`src/rtl/uart_tx_arbiter.sv`:
```
// Round-robin arbiter that shares one UART transmitter between N_REQ byte sources.
// Grants one byte per transfer, handshakes on tx_busy, and aborts a send the transmitter never picks up.
module uart_tx_arbiter #(
  parameter int N_REQ   = 2,
  parameter int TIMEOUT = 65535,
  parameter int CNT_W   = 16
) (
  input  logic               src_clk,
  input  logic               rst,
  input  logic [N_REQ-1:0]   req,
  input  logic [8*N_REQ-1:0] req_data,
  output logic [N_REQ-1:0]   ack,
  input  logic               tx_busy,
  output logic               tx_en,
  output logic               tx_send,
  output logic [7:0]         tx_data,
  output logic [N_REQ-1:0]   last_grant,
  output logic               timeout_err,
  output logic [7:0]         err_count
);

  localparam int IDX_W = (N_REQ > 1) ? $clog2(N_REQ) : 1;

  typedef enum logic [1:0] {IDLE, SEND, WAIT_DONE} state_t;

  state_t           r_state;
  logic [IDX_W-1:0] r_ptr;
  logic [IDX_W-1:0] r_gnt;
  logic [CNT_W-1:0] r_cnt;
  logic [N_REQ-1:0] r_ack;
  logic             r_tx_en;
  logic             r_tx_send;
  logic [7:0]       r_tx_data;
  logic [N_REQ-1:0] r_last_grant;
  logic             r_timeout_err;
  logic [7:0]       r_err_count;

  logic             w_found;
  logic [IDX_W-1:0] w_idx;
  logic [IDX_W-1:0] w_cand;
  logic [IDX_W-1:0] w_next_ptr;
  logic [N_REQ-1:0] w_onehot;

  // Rotating priority search: scan from the highest offset down so the
  // requester closest to r_ptr overwrites the others and wins.
  always_comb begin
    // NOTE: every combinational output gets a default first so no latch is inferred.
    w_found = 1'b0;
    w_idx   = '0;
    w_cand  = '0;
    for (int k = N_REQ - 1; k >= 0; k--) begin
      w_cand = IDX_W'((int'(r_ptr) + k) % N_REQ);
      if (req[w_cand]) begin
        w_found = 1'b1;
        w_idx   = w_cand;
      end
    end
  end

  assign w_onehot   = N_REQ'(1) << w_idx;
  assign w_next_ptr = (r_gnt == IDX_W'(N_REQ - 1)) ? '0 : r_gnt + IDX_W'(1);

  always_ff @(posedge src_clk) begin
    if (rst) begin
      r_state       <= IDLE;
      r_ptr         <= '0;
      r_gnt         <= '0;
      r_cnt         <= '0;
      r_ack         <= '0;
      r_tx_en       <= 1'b0;
      r_tx_send     <= 1'b0;
      r_tx_data     <= '0;
      r_last_grant  <= '0;
      r_timeout_err <= 1'b0;
      r_err_count   <= '0;
    end else begin
      // NOTE: state is updated with non-blocking assignments so every register sees pre-edge values.
      r_ack         <= '0;
      r_timeout_err <= 1'b0;
      unique case (r_state)
        IDLE: begin
          if (!tx_busy && w_found) begin
            r_gnt        <= w_idx;
            r_tx_data    <= req_data[{w_idx, 3'b000} +: 8];
            r_last_grant <= w_onehot;
            r_tx_send    <= 1'b1;
            r_tx_en      <= 1'b1;
            r_cnt        <= '0;
            r_state      <= SEND;
          end
        end
        SEND: begin
          // busy on the final count still wins over the abort
          if (tx_busy) begin
            r_tx_send <= 1'b0;
            r_ack     <= r_last_grant;
            r_state   <= WAIT_DONE;
          end else if (r_cnt == CNT_W'(TIMEOUT - 1)) begin
            r_tx_send     <= 1'b0;
            r_tx_en       <= 1'b0;
            r_timeout_err <= 1'b1;
            if (r_err_count != 8'hFF) r_err_count <= r_err_count + 8'd1;
            r_ptr   <= w_next_ptr;
            r_state <= IDLE;
          end else begin
            r_cnt <= r_cnt + CNT_W'(1);
          end
        end
        WAIT_DONE: begin
          if (!tx_busy) begin
            r_ptr   <= w_next_ptr;
            r_tx_en <= 1'b0;
            r_state <= IDLE;
          end
        end
        default: r_state <= IDLE;
      endcase
    end
  end

  assign ack         = r_ack;
  assign tx_en       = r_tx_en;
  assign tx_send     = r_tx_send;
  assign tx_data     = r_tx_data;
  assign last_grant  = r_last_grant;
  assign timeout_err = r_timeout_err;
  assign err_count   = r_err_count;

endmodule

```
`config.mk`:
```
export PLATFORM = sky130hd
export DESIGN_NAME = uart_tx_arbiter
export DESIGN_NICKNAME = d
export VERILOG_FILES = /design/src/rtl/uart_tx_arbiter.sv
export SDC_FILE = /design/constraint.sdc
export NUM_CORES = 1
export LEC_CHECK = 0
export CELL_PAD_IN_SITES_DETAIL_PLACEMENT = 0
export CELL_PAD_IN_SITES_GLOBAL_PLACEMENT = 1
export CORE_UTILIZATION = 35
export CTS_BUF_LIST = sky130_fd_sc_hd__clkbuf_4
export DETAILED_ROUTE_END_ITERATION = 12
export HOLD_SLACK_MARGIN = 0.06
export PLACE_DENSITY = 0.81
export SETUP_SLACK_MARGIN = 0.1
export SYNTH_ARGS = -nofsm -noshare
export SYNTH_HDL_FRONTEND = slang
export SYNTH_SLANG_ARGS = --single-unit
```
`constraint.sdc`:
```
create_clock -name src_clk -period 4 [get_ports src_clk]
set_input_delay 0.6 -clock src_clk [delete_from_list [all_inputs] [get_ports src_clk]]
set_output_delay 0.6 -clock src_clk [all_outputs]
set_load 0.05 [all_outputs]
```
* Word-level counts from Yosys, hierarchy flattened
Index checks and enable logic that the tools add are counted.
Word-level totals: bits in registers 43, input port bits 21, logic and storage cells 76
Operators by class: add/sub/neg operators 4, magnitude comparators 2, eq/ne operators 10, shift-type cells 2, mux-type cells 30, bitwise gates (word level) 2, reductions and logical operators 15
Operators with widths (number):
- two-way mux 16 bit | 3
- case mux 16 bit (2 select lines) | 1
- two-way mux 1 bit | 18
- adder 16 x 1 -> 16 bit, second input constant | 1
- == test 16 bit, second input constant | 1
- indexed part select 16 x 5 -> 8 bit | 1
- AND reduction 4 bit | 3
- != test 2 bit, second input constant | 5
- adder 8 x 1 -> 8 bit, second input constant | 1
- two-way mux 2 bit | 4
- != test 8 bit, second input constant | 1
- case mux 2 bit (3 select lines) | 1
- AND reduction 3 bit | 2
- OR reduction 3 bit | 2
- AND reduction 5 bit | 1
- less-than comparator 1 x 2 -> 1 bit, second input constant | 2
- case mux 1 bit (2 select lines) | 2
- nonzero test 2 bit | 2
- != test 3 bit, second input constant | 1
- case mux 1 bit (3 select lines) | 1
- nonzero test 3 bit | 1
- adder 1 bit, second input constant | 2
- == test 2 x 1 -> 1 bit, second input constant | 1
- == test 2 bit, second input constant | 1
- other kinds (6) | 7

* Logic depth before layout (Yosys ltp)
depth in word-level cells 8, gate-level depth with buffers 7

* Worst setup path after synthesis
No wires, ideal clock.
path type reg2reg, start point reg r_state[0], end point reg r_cnt[12], data arrival time 1793 ps, path slack 2072 ps, cell stages (with the launch flop) 8, path buffers 1, path through dfxtp_1 inv_1 ha_1 nor3b_4 or3_4 buf_2 o311ai_0 o41ai_1
On the way: longest elaborated chain between the ends 3, elaborated cells between the ends (all ways) 8
RTL lines:
- start, declared | line 26 | state_t r_state;
- start signal, assigned | line 65 | r_state <= IDLE;
- start signal, assigned | line 89 | r_state <= SEND;
- start signal, assigned | line 97 | r_state <= WAIT_DONE;
- == test 2 x 1 -> 1 bit or logical NOT 2 bit (tied branches) | line 80 | unique case (r_state)
- != test 2 bit (no line) or nonzero test 2 bit (tied branches)
- AND reduction 4 bit (no line)
- end signal, assigned | line 106 | r_cnt <= r_cnt + CNT_W'(1);
- end, declared | line 29 | logic [CNT_W-1:0] r_cnt;
Parallel ways exist; a longest one is shown, timed or not. A chain may end at the register's enable or synchronous reset.

* Final worst setup path
start point reg r_state[1], end point reg r_err_count[5], in the netlist err_count[5]
On the way: longest elaborated chain between the ends 2
RTL lines:
- == test 2 x 1 -> 1 bit | line 80
- AND reduction 4 bit (no line)
- end signal, assigned | line 102 | if (r_err_count != 8'hFF) r_err_count <= r_err_count + 8'd1;
- end, declared | line 36 | logic [7:0] r_err_count;
Every way passes these cells.

==> summary.txt <==
Status
  – Status: finished clean

Detailed routing
  – DRT iter0 DRCs: 167
  – Routed Antenna Nets: 0
  – Final WL: 5910 um
  – Mean routed wirelength per cell: 15.35 um
  – Vias: 2212
  – Vias per Instance: between 5 and 6
  – Drt pass-1 iters: 4
  – Drt drc: 0

Timing
  – Tmin final: ~2400 ps
  – Layout Skew: 7.955 ps
  – Rel. slew slack: 0.5963
  – Sum Neg Setup Slack: 0 ps
  – RSZ-0062 raised after global routing: no
  – Hold_ws: around 510 ps
  – Final Slew Violations: 0
  – Fmax: approximately 410 MHz
  – Tightest Pin Transition: 601.0 ps
  – Period utilisation layout: 0.6052
  – # setup viols final: 0
  – Final Hold Viols: 0

Floorplan
  – DIE AREA: 7170 sq um
  – I/O pin cnt: 44
  – Row count: 29
  – Initial Util: 0.3704
  – Die Ht: 84.68 um
  – Die width: between 80 and 90 um
  – Core Region: 6459 sq um

Global routing
  – Met2 Resource Use GR: 0.2801
  – GRT Total Usage: 0.1799
  – GRT Residual Overflow: 0
  – M3 GR Usage: 0.03441
  – M1 GR Usage: 0.2492
  – First-pass GRT wire length: 10390 um
  – Vias in the first global route: ~2100
  – Gr busiest metal: met2
  – Initial antenna violation count: 0
  – Largest net degree at the start of global routing: 40

Clocking
  – CTS tree: done
  – Clk sinks: 42
  – CTS root buffer: clkbuf_4
  – Reg clk slew, reported paths: between 100 and 150 ps
  – H-tree levels: 2
  – Clk_lat worst skew: 360 ps
  – Postcts setup bufs: 0
  – CTS Buf Count: 5
  – # hold bufs at CTS: 0
  – CTS Buffer Depth: 2
  – Post-cts gate resize count: 0

Cells and area
  – Design Area, Final: 2943 sq um
  – Synthesis-to-finish area growth: 23.01%
  – Multi-input logic area: 1425 sq um
  – Area occupied by registers: 840.8 sq um
  – Fin cells: 385
  – Layout cells sized above 1: 0.08766
  – ANT cells: 0
  – Nets: 335
  – # fillers: 660

Hold path
  – Hold Crit Class: reg2reg
  – Hold Crit Depth: 2
  – Hold endpoint: tx_data[5]$_SDFFE_PP0P_
  – HP Start: tx_data[5]$_SDFFE_PP0P_

Critical path
  – Critical path cell sequence: inv_1 -> ha_1 -> nor2b_1 -> nand3_1 -> nor4_1 -> mux2_2
  – Critical Path Start Type: register
  – Critical R2R Capture: err_count[5]$_SDFFE_PP0P_
  – RR Startpoint: r_state[1]$_SDFFE_PP0P_
  – Worst Setup Path Type: reg2reg
  – CP max FO: 13
  – Reg2reg setup slack: 1580 ps
  – CP Data Arrival Time: about 2700 ps
  – Worst path required time: 4260 ps
  – Critical path's largest stage delay: about 480 ps
  – Critical path's slowest cell: ha_1
  – FF-to-FF path depth: 6
  – CP Capture Type: register

Synthesis
  – Async SR Flop Fraction: 0
  – Post-synth top flop: dfxtp_1
  – EDFF count, synth: 0
  – Synth Area per Inst: roughly 9 sq um
  – Cells after Synth: 273
  – Synthesized area: 2392 sq um
  – Register area share after synthesis: 0.3515
  – Synth cell types: 51
  – #FFs+latches synth: 42
  – Synthesis Warnings: 0
  – Syn Nets: 301

Placement
  – HPWL after DPL: about 4200 um
  – Routability congestion estimate: 0.7968
  – PortBufs: between 40 and 50
  – Placed insts: 377
  – Dpl cell area: 2841 sq um

Flow run
  – Max-Cap Viols: 0

Pwr
  – PD cells: about 450 nW/um^2
  – Pleak: between 1 and 1.5 nW
  – Peak VDD IR: 0.0002960 V
  – Overall power: 1.328 mW
sequential cells by signal, summed over array words and instances, names as in the netlist:
signal and flops:
ack 2, err_count 8, last_grant 2, r_cnt 16, r_ptr 1, r_state 2, timeout_err 1, tx_data 8
tx_en 1, tx_send 1
cell usage in the layout (no fill, tap or decap), types with 8 or more instances in the layout:
master / n
inv_1: 11
nand4_1: 9
a21oi_1: 14
clkdlybuf4s50_1: 43
nor2b_1: 8
nor2_1: 22
o31ai_1: 9
nand2_1: 11
nand3_1: 16
dfxtp_1: 42
a211oi_1: 8
mux2i_1: 9
worst max path at each step:
| stage | from | cells past startpoint | slack [ps] | endpoint |
|---|---|---|---|---|
| after global placement | tx_busy | 5 | 1360 | err_count[7]$_SDFFE_PP0P_ |
| after detailed placement | tx_busy | 5 | 1290 | err_count[5]$_SDFFE_PP0P_ |
| after floorplan | r_state[0]$_SDFFE_PP0P_ | 7 | 2070 | r_cnt[12]$_SDFFE_PP0P_ |
| after global routing | r_state[1]$_SDFFE_PP0P_ | 6 | 1320 | err_count[5]$_SDFFE_PP0P_ |
| after CTS | r_state[1]$_SDFFE_PP0P_ | 6 | 1590 | err_count[5]$_SDFFE_PP0P_ |
| final | r_state[1]$_SDFFE_PP0P_ | 6 | 1580 | err_count[5]$_SDFFE_PP0P_ |
worst max-delay path: cells and delay by family (launching register included):
family,cells,cell delay (ps)
buffers and inverters,1,100
and+or+nand+nor,3,1020
adders and majority gates,1,480
muxes,1,370
DFF,1,350
layer usage:
layer,share of wire,wire length [um]
met1,0.48,2823
met2,0.47,2763
met3,0.040,235
met4,0.015,87
met5,0,0
cell usage after synthesis, drive strengths merged, types with 3 or more instances:
master	number	area share
dfxtp	42	0.35
nor2	22	0.035
nand3	17	0.038
a21oi	14	0.029
buf	12	0.028
inv	11	0.017
nand2	11	0.017
nand4	11	0.034
mux2i	9	0.038
o31ai	9	0.028
a211oi	8	0.025
nor2b	8	0.021
nor4	8	0.030
o311ai	8	0.029
ha	7	0.037
nor3	7	0.015
o21ai	7	0.016
a31oi	6	0.016
mux2	6	0.028
a41oi	5	0.018
clkbuf	5	0.0078
or4	5	0.016
and2	4	0.010
and3	4	0.010
and4	3	0.011
nand2b	3	0.0078
power by group:
part	switching [mW]	total, mW	leakage (nW)	internal [mW]
clock network	0.142	0.334	0.0528	0.193
registers	0.0270	0.488	0.341	0.461
logic	0.312	0.506	0.653	0.193
total	0.481	1.33	1.05	0.847
through the flow:
step             util  setup WS, ps
2_1_floorplan       -          2072
3_3_place_gp   0.4399          1355
3_5_place_dp   0.4399          1286
6_report       0.4556          1579
5_1_grt        0.4556          1316
4_1_cts        0.4556          1585
area by class of cell:
cell class | count | share of cell area
Multi-Input combinational cell | 203 | 0.4843
Sequential cell | 42 | 0.2857
Timing Repair Buffer | 44 | 0.1488
Tap cell | 77 | 0.03274
Clock inverter | 3 | 0.02168
Inverter | 11 | 0.01403
Clock buffer | 5 | 0.01276
logic make-up after synthesis:
kind of cell | count (synthesis) | share of synthesized area
adder cells (fa/ha/maj) | 7 | 0.03661
flip-flops | 42 | 0.3515
AO/OA/AOI/OAI | 69 | 0.2108
AND/OR/NAND/NOR | 112 | 0.2824
buffers and inverters | 28 | 0.05282
multiplexers | 15 | 0.06590
(Power assumes the default switching activity.)
